==> src/rtl/count_mon_pkg.sv <==
// Shared types and helpers for the skewed-counter monitor.
// Holds the tracking state encoding, counter width constants and the saturating increment.
package count_mon_pkg;

    typedef enum logic [1:0] {
        ACQ    = 2'd0,
        TRACK  = 2'd1,
        RESYNC = 2'd2
    } mon_state_t;

    localparam int              CNT_W   = 16;
    localparam logic [CNT_W-1:0] CNT_MAX = 16'hFFFF;

    // Holds at max_v instead of wrapping; callers truncate to their own width.
    function automatic logic [31:0] sat_inc(input logic [31:0] v, input logic [31:0] max_v);
        return (v >= max_v) ? max_v : v + 32'd1;
    endfunction

endpackage

==> src/rtl/count_mon_snap.sv <==
// Snapshot register: captures i_data on request and holds it until the consumer accepts.
// Latency 1 cycle req->valid; a request arriving while a snapshot is held and not accepted is dropped and flagged sticky.
module count_mon_snap #(
    parameter int DATA_W = 32
) (
    input  logic              i_clk,
    input  logic              i_rst_n,
    input  logic              i_req,
    input  logic              i_ready,
    input  logic              i_clr,
    input  logic [DATA_W-1:0] i_data,
    output logic              o_valid,
    output logic [DATA_W-1:0] o_data,
    output logic              o_overrun
);

    logic              r_valid;
    logic [DATA_W-1:0] r_data;
    logic              r_overrun;
    logic              w_accept;
    logic              w_load;
    logic              w_drop;

    // Acceptance frees the register in the same cycle, so a coincident request reloads it.
    assign w_accept = r_valid && i_ready;
    assign w_load   = i_req && (!r_valid || i_ready);
    assign w_drop   = i_req && r_valid && !i_ready;

    always_ff @(posedge i_clk or negedge i_rst_n) begin
        if (!i_rst_n) begin
            r_valid   <= 1'b0;
            r_data    <= '0;
            r_overrun <= 1'b0;
        end else begin
            if (w_load) begin
                r_valid <= 1'b1;
                r_data  <= i_data;
            end else if (w_accept) begin
                r_valid <= 1'b0;
            end
            if (i_clr) begin
                r_overrun <= 1'b0;
            end else if (w_drop) begin
                r_overrun <= 1'b1;
            end
        end
    end

    assign o_valid   = r_valid;
    assign o_data    = r_data;
    assign o_overrun = r_overrun;

endmodule

==> src/rtl/count_skew_monitor.sv <==
// Checks that each sample of a skewed 16-bit counter is the previous sample plus one.
// Counts increment/rollover errors and wraps; snapshots returned over valid/ready.
module count_skew_monitor
    import count_mon_pkg::*;
#(
    parameter int LOCK_N = 4,
    parameter int ERR_W  = 16,
    parameter int WRAP_W = 8
) (
    input  logic                   i_clk,
    input  logic                   i_rst_n,
    input  logic [CNT_W-1:0]       i_q,
    input  logic                   i_rollover,
    input  logic                   i_clr_err,
    input  logic                   i_snap_req,
    input  logic                   i_snap_ready,
    output logic                   o_snap_valid,
    output logic [CNT_W+ERR_W-1:0] o_snap_data,
    output logic [ERR_W-1:0]       o_err_count,
    output logic [ERR_W-1:0]       o_roll_err_count,
    output logic [WRAP_W-1:0]      o_wrap_count,
    output logic                   o_locked,
    output logic                   o_snap_overrun
);

    localparam logic [31:0] ERR_MAX  = 32'((64'd1 << ERR_W) - 64'd1);
    localparam logic [3:0]  RUN_LAST = 4'(LOCK_N - 1);

    logic [CNT_W-1:0]  r_s1_q;
    logic              r_s1_roll;
    logic [CNT_W-1:0]  r_s2_q;
    mon_state_t        r_state;
    mon_state_t        w_state_nxt;
    logic [3:0]        r_run;
    logic [3:0]        w_run_nxt;
    logic [ERR_W-1:0]  r_err;
    logic [ERR_W-1:0]  r_roll_err;
    logic [WRAP_W-1:0] r_wrap;
    logic [CNT_W-1:0]  w_exp;
    logic              w_good;
    logic              w_track;
    logic              w_err_inc;
    logic              w_roll_bad;
    logic              w_wrap;

    always_ff @(posedge i_clk or negedge i_rst_n) begin
        if (!i_rst_n) begin
            r_s1_q    <= '0;
            r_s1_roll <= 1'b0;
            r_s2_q    <= '0;
        end else begin
            r_s1_q    <= i_q;
            r_s1_roll <= i_rollover;
            r_s2_q    <= r_s1_q;
        end
    end

    assign w_exp  = r_s2_q + 16'd1;
    assign w_good = (r_s1_q == w_exp);

    always_ff @(posedge i_clk or negedge i_rst_n) begin : state_reg
        if (!i_rst_n) begin
            r_state <= ACQ;
            r_run   <= '0;
        end else begin
            r_state <= w_state_nxt;
            r_run   <= w_run_nxt;
        end
    end

    // ACQ and RESYNC share the same lock-in rule; only TRACK counts errors.
    always_comb begin : next_state
        w_state_nxt = r_state;
        w_run_nxt   = r_run;
        case (r_state)
            TRACK: begin
                if (!w_good) begin
                    w_state_nxt = RESYNC;
                    w_run_nxt   = '0;
                end
            end
            ACQ, RESYNC: begin
                if (!w_good) begin
                    w_run_nxt = '0;
                end else if (r_run == RUN_LAST) begin
                    w_state_nxt = TRACK;
                    w_run_nxt   = '0;
                end else begin
                    w_run_nxt = r_run + 4'd1;
                end
            end
            default: begin
                w_state_nxt = ACQ;
                w_run_nxt   = '0;
            end
        endcase
    end

    always_comb begin : out_comb
        w_track    = (r_state == TRACK);
        w_err_inc  = w_track && !w_good;
        w_roll_bad = w_track && (r_s1_roll != (r_s1_q == CNT_MAX));
        w_wrap     = w_track && w_good && (r_s2_q == CNT_MAX);
    end

    // Clear takes priority over a coincident increment.
    always_ff @(posedge i_clk or negedge i_rst_n) begin
        if (!i_rst_n) begin
            r_err      <= '0;
            r_roll_err <= '0;
            r_wrap     <= '0;
        end else begin
            if (i_clr_err) begin
                r_err <= '0;
            end else if (w_err_inc) begin
                r_err <= ERR_W'(sat_inc(32'(r_err), ERR_MAX));
            end
            if (i_clr_err) begin
                r_roll_err <= '0;
            end else if (w_roll_bad) begin
                r_roll_err <= ERR_W'(sat_inc(32'(r_roll_err), ERR_MAX));
            end
            if (w_wrap) begin
                r_wrap <= r_wrap + WRAP_W'(1);
            end
        end
    end

    count_mon_snap #(
        .DATA_W (CNT_W + ERR_W)
    ) u_snap (
        .i_clk     (i_clk),
        .i_rst_n   (i_rst_n),
        .i_req     (i_snap_req),
        .i_ready   (i_snap_ready),
        .i_clr     (i_clr_err),
        .i_data    ({r_s1_q, r_err}),
        .o_valid   (o_snap_valid),
        .o_data    (o_snap_data),
        .o_overrun (o_snap_overrun)
    );

    assign o_err_count      = r_err;
    assign o_roll_err_count = r_roll_err;
    assign o_wrap_count     = r_wrap;
    assign o_locked         = w_track;

endmodule

==> config.mk <==
export PLATFORM = sky130hd
export DESIGN_NAME = count_skew_monitor
export DESIGN_NICKNAME = d
export VERILOG_FILES = /design/src/rtl/count_mon_pkg.sv /design/src/rtl/count_mon_snap.sv /design/src/rtl/count_skew_monitor.sv
export SDC_FILE = /design/constraint.sdc
export NUM_CORES = 1
export LEC_CHECK = 0
export ABC_AREA = 1
export CORE_ASPECT_RATIO = 1.5
export CORE_MARGIN = 5
export CORE_UTILIZATION = 58
export DETAILED_ROUTE_END_ITERATION = 8
export HOLD_SLACK_MARGIN = 0.12
export PLACE_DENSITY = 0.95
export SKIP_LAST_GASP = 1
export SYNTH_ARGS = -nofsm -noshare
export SYNTH_HDL_FRONTEND = slang
export SYNTH_SLANG_ARGS = --single-unit
==> constraint.sdc <==
create_clock -name i_clk -period 3.7 [get_ports i_clk]
set_input_delay 0.37 -clock i_clk [delete_from_list [all_inputs] [get_ports i_clk]]
set_output_delay 0.37 -clock i_clk [all_outputs]
set_load 0.005 [all_outputs]
==> reports/metrics.yaml, run 1 <==
routing:
  vias: 5652
  first_pass_iters: 7
  detail_route.wirelength_um: 16800
  viasPerCell: 5.91
  route.detailed.drc: 0
  drtIter0Drc: 393
  ant_nets: 0
  routedWlPerCell_um: 17.6
critical_path:
  startpoint: "o_roll_err_count[0]"
  critPathKind: "flip-flop to flip-flop"
  crit_arrival_ns: 2.97
  path_max_fanout: 16
  ff2ff_path_depth: 7
  worstPathRequired_ns: 4.06
  rr_startpoint: "o_roll_err_count[0]"
  r2r_setup_slack_ns: 1.08
  critical_path.endpoint: "o_roll_err_count[11]"
  start_kind: "flip-flop"
  timing.rr.end: "o_roll_err_count[11]"
  cp-end-kind: "flip-flop"
logic_synthesis:
  syn_area_um2: 5880
  ys_ff_latch: 113
  synth_cell_types: 38
  yosysTopAreaCellShare: 0.481
  syn_nets: 752
  ys_seq_area_frac: 0.481
  syn_inst: 725
  yosys_warnings: 0
  syn_avg_cell_area_um2: 8.10
  synth_area_leader_cell: "dfrtp_1"
  yosys-top-cells-area: "dfrtp_1 48%, nand2_1 14%, nand3_1 6.2%"
  async_flop_share: 1.00
  synth_ff_type: "dfrtp_1"
  synth_edf_count: 0
cts:
  cts_max_path_buffers: 2
  clock_latency_ns: 0.42
  cts_tree: "done"
  numCtsBuffers: 17
  cts.sink_count: 113
  clk_pin_slew_ns: 0.06
  cts-root-buf: "clkbuf_16"
  htree_levels: 4
  cts_setup_buffers: 0
power_and_ir_drop:
  leakagePower_nw: 3.60
  ir_drop_uv: 410
  power.density_nw_per_um2: 434
sta:
  setup_viol: 0
  timing.final.crit_share: 0.707
  fin_skew_ns: 0.00978
  slew_headroom: 0.317
  setup_tns_ns: 0
  hold_viol: 0
  drv_slew: 0
  worst_hold_slack_ns: 0.383
  fmax_ghz: 0.382
  worst_slew_pin_slew_ns: 1.02
  rsz0062_at_grt: "false"
  period_minus_slack_ns: 2.62
die:
  core_um2: 10000
  dieArea_um2: 12300
  initial_core_util: 0.586
  die_h_um: 133
  fp.dieW_um: 92.2
  rows: 45
  io_pins: 97
cells_and_area:
  area_growth_pct: 27.3
  final_nets: 852
  fin_util: 0.747
  final_area_um2: 7480
  drive_gt1_frac: 0.0919
worst_hold_path:
  hold_path_class: "input pin to flip-flop"
  min_from: "i_q[3]"
global_routing:
  grt_max_degree: 69
  grt_pass1_wl_um: 27600
  grt_pass1_vias: 5655
  grt_overflow: 0
  grt_usage: 0.285
  antenna_found_initial: 1
placed_design:
  port_buffers: 96
  placed_cell_area_um2: 6860
  dp_hpwl_um: 10500
  finalWeightedCongestion: 0.921
status:
  status: "completed"
run:
  maxCapViolations: 0
layout by cell type (no fill, tap or decap), drive strengths merged, types with 9 or more instances in the layout:
master / instances
nand2: 232
dfrtp: 113
clkdlybuf4s50: 95
inv: 78
nand3: 76
nor2: 49
nand4: 45
o21ai: 39
clkbuf: 19
nor3: 17
xor2: 13
xnor2: 10
mux2: 9
per-stage QoR:
step / cells / power [mW] / worst slack (ns)
global placement: 922 / 1.57 / 1.44
floorplan: 725 / 1.45 / 1.86
detailed placement: 922 / 1.58 / 1.35
finish: 956 / 3.25 / 1.08
global route: 956 / 3.35 / 0.881
CTS: 955 / 3.25 / 1.19
final cells by class:
| cell class | count | area [um2] |
|---|---|---|
| flip-flops and latches | 113 | 2830 |
| clock buffers | 19 | 443 |
| well taps | 117 | 146 |
| diodes | 1 | 2.50 |
| multi-input cells | 513 | 2610 |
| fillers | 642 | 2540 |
| clock inverters | 13 | 163 |
| repair buffers | 101 | 998 |
| inverters | 79 | 297 |
how the worst min path moves through the flow:
stage	end	slack (ns)	cells past startpoint
6_report	r_s1_q[3]	0.38	1
5_1_grt	r_s1_q[6]	0.38	1
4_1_cts	r_s1_q[3]	0.38	1
3_5_place_dp	r_s2_q[1]	0.42	0
3_3_place_gp	r_s2_q[0]	0.41	0
2_1_floorplan	o_err_count[0]	0.07	0
worst max-delay path, stage by stage (launching register included):
cell	delay [ns]
dfrtp_1	0.50
ha_1	0.25
nand3_1	0.14
nor4_1	0.43
nand4_1	0.70
nand3_1	0.33
nand2_1	0.09
nand2_1	0.10
routing by layer:
metal  part of all wire  vias up  global-route usage
li1                   -     2567                   -
met5                  0        -                   0
met1               0.36     2679               0.323
met4              0.050        0               0.158
met3              0.067       85              0.0672
met2               0.53      321               0.491
state kept, by name, summed over array words and instances (netlist names):
name and flops:
u_snap.o_data 32, o_err_count 16, o_roll_err_count 16, r_s1_q 16
r_s2_q 16, o_wrap_count 8, r_run 4, r_state 2
r_s1_roll 1, u_snap.o_overrun 1, u_snap.o_valid 1
synth_stat cells (9+ instances only):
| library cell | instances |
|---|---|
| nand2_1 | 225 |
| dfrtp_1 | 113 |
| inv_1 | 77 |
| nand3_1 | 73 |
| nand4_1 | 44 |
| nor2_1 | 39 |
| o21ai_0 | 38 |
| nor3_1 | 16 |
| xor2_1 | 13 |
| xnor2_1 | 10 |
| clkbuf_1 | 9 |
| mux2_2 | 9 |
cell families (layout without fill, tap and decap cells):
kind of cell	count (synthesis)	after routing	share of synthesized area
other	0	1	0
muxes	9	9	0.0172
xor gates and xnor gates	23	23	0.0343
buffers and inverters	99	212	0.0762
DFF	113	113	0.481
and+or+nand+nor	431	431	0.339
adders and majority gates	5	5	0.0106
AOI/OAI and AO/OA	45	45	0.0411
power by group:
part | total (mW) | switching, mW | internal [mW]
registers | 1.32 | 0.0363 | 1.28
logic | 0.249 | 0.136 | 0.112
clock network | 1.68 | 0.605 | 1.07
timing repair:
| item | CTS | global route |
|---|---|---|
| resized for setup | 0 | 0 |
| endpoints found under the hold margin | 66 | 0 |
| hold buffers | 1 | 0 |
Note: power is estimated with default switching activity, not from simulation.
==> inputs of run 2 (changes only) <==
Settings changed: CORE_UTILIZATION 58 to 54, PLACE_DENSITY 0.95 to 0.92.
Clock period 3.7 ns to 2.5 ns, I/O delays scaled along.
==> reports/metrics.yaml, run 2 (same netlist as run 1, synthesis figures left out) <==
cells_and_area:
  final-seq-area_um2: 2830  # unchanged
  final_nets: 858  # +0.70%
  n_fill_cell: 769  # +20%
  drive_gt1_frac: 0.0961  # +0.00420
  largest_reg_flops: 32  # unchanged
  area_growth_pct: 29.5
  multiInputGateArea_um2: 2610  # unchanged
  final_common_cell: "nand2_1"
  final_cell_mix: "224 x nand2_1, 113 x dfrtp_1, 95 x clkdlybuf4s50_1, 77 x inv_1, 73 x nand3_1"
  insertedDiodeCount: 0  # -1
critical_path:
  r2r_setup_slack_ns: 0.21  # -0.88 ns
  path_max_fanout: 6  # -10
  worstPathRequired_ns: 2.84  # -1.22 ns
  crit_arrival_ns: 2.63  # -0.34 ns
  rr_startpoint: "o_err_count[0]"
  critPathKind: "flip-flop to flip-flop"
  startpoint: "o_err_count[0]"
  slowest_stage: "nor3_1"
  critPathTopFamily: "simple AND/OR/NAND/NOR gates"
  cp-end-kind: "flip-flop"
  timing.rr.end: "o_err_count[7]"
  cpPeakStageDelay_ns: 0.47  # -0.23 ns
  cp_common_cell: "nand2_1"
  crit_path_cell_trace: "ha_1, nand3_1, nor3_1, nand2_1, nor2_1, nand2_1, o21ai_0, nand4_1, nand2_1"
  start_kind: "flip-flop"
  ff2ff_path_depth: 9  # +2
  worst-path-buf-inv: 0  # unchanged
cts:
  cts_resized: 0  # unchanged
  cts_tree: "done"
  cts-root-buf: "clkbuf_16"
  cts.sink_count: 113  # unchanged
  clk_pin_slew_ns: 0.05  # about the same
  htree_levels: 4  # unchanged
  numCtsBuffers: 17  # unchanged
  clock_latency_ns: 0.41  # about the same
  cts_setup_buffers: 0  # unchanged
  cts_max_path_buffers: 2  # unchanged
sta:
  drv_slew: 0  # unchanged
  slew_headroom: 0.555  # +0.238
  fin_skew_ns: 0.0125  # +0.00268 ns
  fmax_ghz: 0.436  # +14%
  worst_slew_pin_slew_ns: 0.664  # -0.356 ns
  setup_viol: 0  # unchanged
  period_minus_slack_ns: 2.29  # -0.323 ns
  setup_tns_ns: 0  # unchanged
  fin_ws_ns: 0.207  # -0.877 ns
  timing.final.crit_share: 0.917  # +0.210
  hold_viol: 0  # unchanged
  rsz0062_at_grt: "false"
global_routing:
  grt_max_degree: 49  # -29%
  grt_overflow: 0  # unchanged
  grt_pass1_wl_um: 25200  # -8.5%
  grt_usage: 0.247  # -0.0386
  grt_pass1_vias: 5320  # -5.9%
  antenna_found_initial: 0  # -1
placed_design:
  dp_slack_ns: 0.336  # -1.01 ns
  finalWeightedCongestion: 0.924  # +0.30%
  dp_hpwl_um: 10400  # -0.70%
  port_buffers: 96  # unchanged
routing:
  drtIter0Drc: 317  # -19%
  routedWlPerCell_um: 15.2  # -13%
  detail_route.wirelength_um: 15000  # -11%
  first_pass_iters: 5  # -2
  viasPerCell: 5.49  # -7.2%
  ant_nets: 0  # unchanged
  route.detailed.drc: 0  # unchanged
  vias: 5414  # -4.2%
die:
  die_h_um: 138  # +3.4%
  fp.dieW_um: 95.2  # +3.2%
  initial_core_util: 0.552  # -0.0344
  rows: 46  # +2.2%
  io_pins: 97  # unchanged
  dieArea_um2: 13100  # +6.7%
  core_um2: 10600  # +6.2%
run:
  maxCapViolations: 0  # unchanged
worst_hold_path:
  min_from: "i_q[0]"
  whs_path_depth: 1  # unchanged
  whs_endpoint: "r_s1_q[0]"
  hold_path_class: "input pin to flip-flop"
power_and_ir_drop:
  power.density_nw_per_um2: 649  # +50%
  leakagePower_nw: 3.66  # +1.6%
  ir_drop_uv: 633  # +54%
status:
  status: "completed"
## run 2: cell types whose count changed in the layout (fill, tap and decap cells not counted)
cell | previous run | this run
buf_4 | 5 | 10
clkinv_4 | 4 | 0
bufinv_16 | 3 | 5
clkinvlp_4 | 3 | 1
buf_12 | 0 | 1
clkbuf_1 | 1 | 2
clkbuf_8 | 1 | 2
diode_2 | 1 | 0
inv_6 | 0 | 1
## run 2: cell type report
cell class                 count  share of cell area
multi-input combinational    513               0.342
timing repair buffer         107               0.139
tap                          144              0.0237
inverter                      79              0.0390
clock buffer                  21              0.0605
sequential                   113               0.372
clock inverter                10              0.0238
## run 2: layer usage
metal / GRT usage / up-vias / wire length (um)
li1: - / 2583 / -
met1: 0.291 / 2580 / 5690
met2: 0.419 / 210 / 7920
met3: 0.0645 / 41 / 936
met4: 0.108 / 0 / 454
met5: 0 / - / 0
## run 2: metrics by stage
step / utilization / area (um2) / hold WS, ns / total power [mW] / instances
after detailed placement: 0.653 / 6960 / 0.278 / 2.35 / 955
after floorplan: - / 5880 / -0.0456 / 2.14 / 725
after global routing: 0.714 / 7610 / 0.266 / 5.11 / 987
after CTS: 0.714 / 7610 / 0.268 / 4.97 / 987
final: 0.714 / 7610 / 0.279 / 4.94 / 987
after global placement: 0.653 / 6960 / 0.277 / 2.34 / 955
## run 2: timing repair
action	4_1_cts	5_1_grt
endpoints found under the hold margin	42	0
endpoints found under the setup margin	0	0
hold buffers	1	0
## run 2: worst max path at each step
stage	cells past startpoint	slack, ns	end
after global placement	9	0.35	o_err_count[7]
after floorplan	10	0.66	o_roll_err_count[14]
after detailed placement	9	0.34	o_err_count[7]
after CTS	9	0.26	o_err_count[7]
after global routing	13	0.01	o_err_count[1]
final	9	0.21	o_err_count[7]
## run 2: report_power, final
part           internal (mW)  leakage, nW  switching [mW]
registers               1.90         1.47          0.0540
clock network           1.81        0.313           0.803
logic                  0.171         1.87           0.198
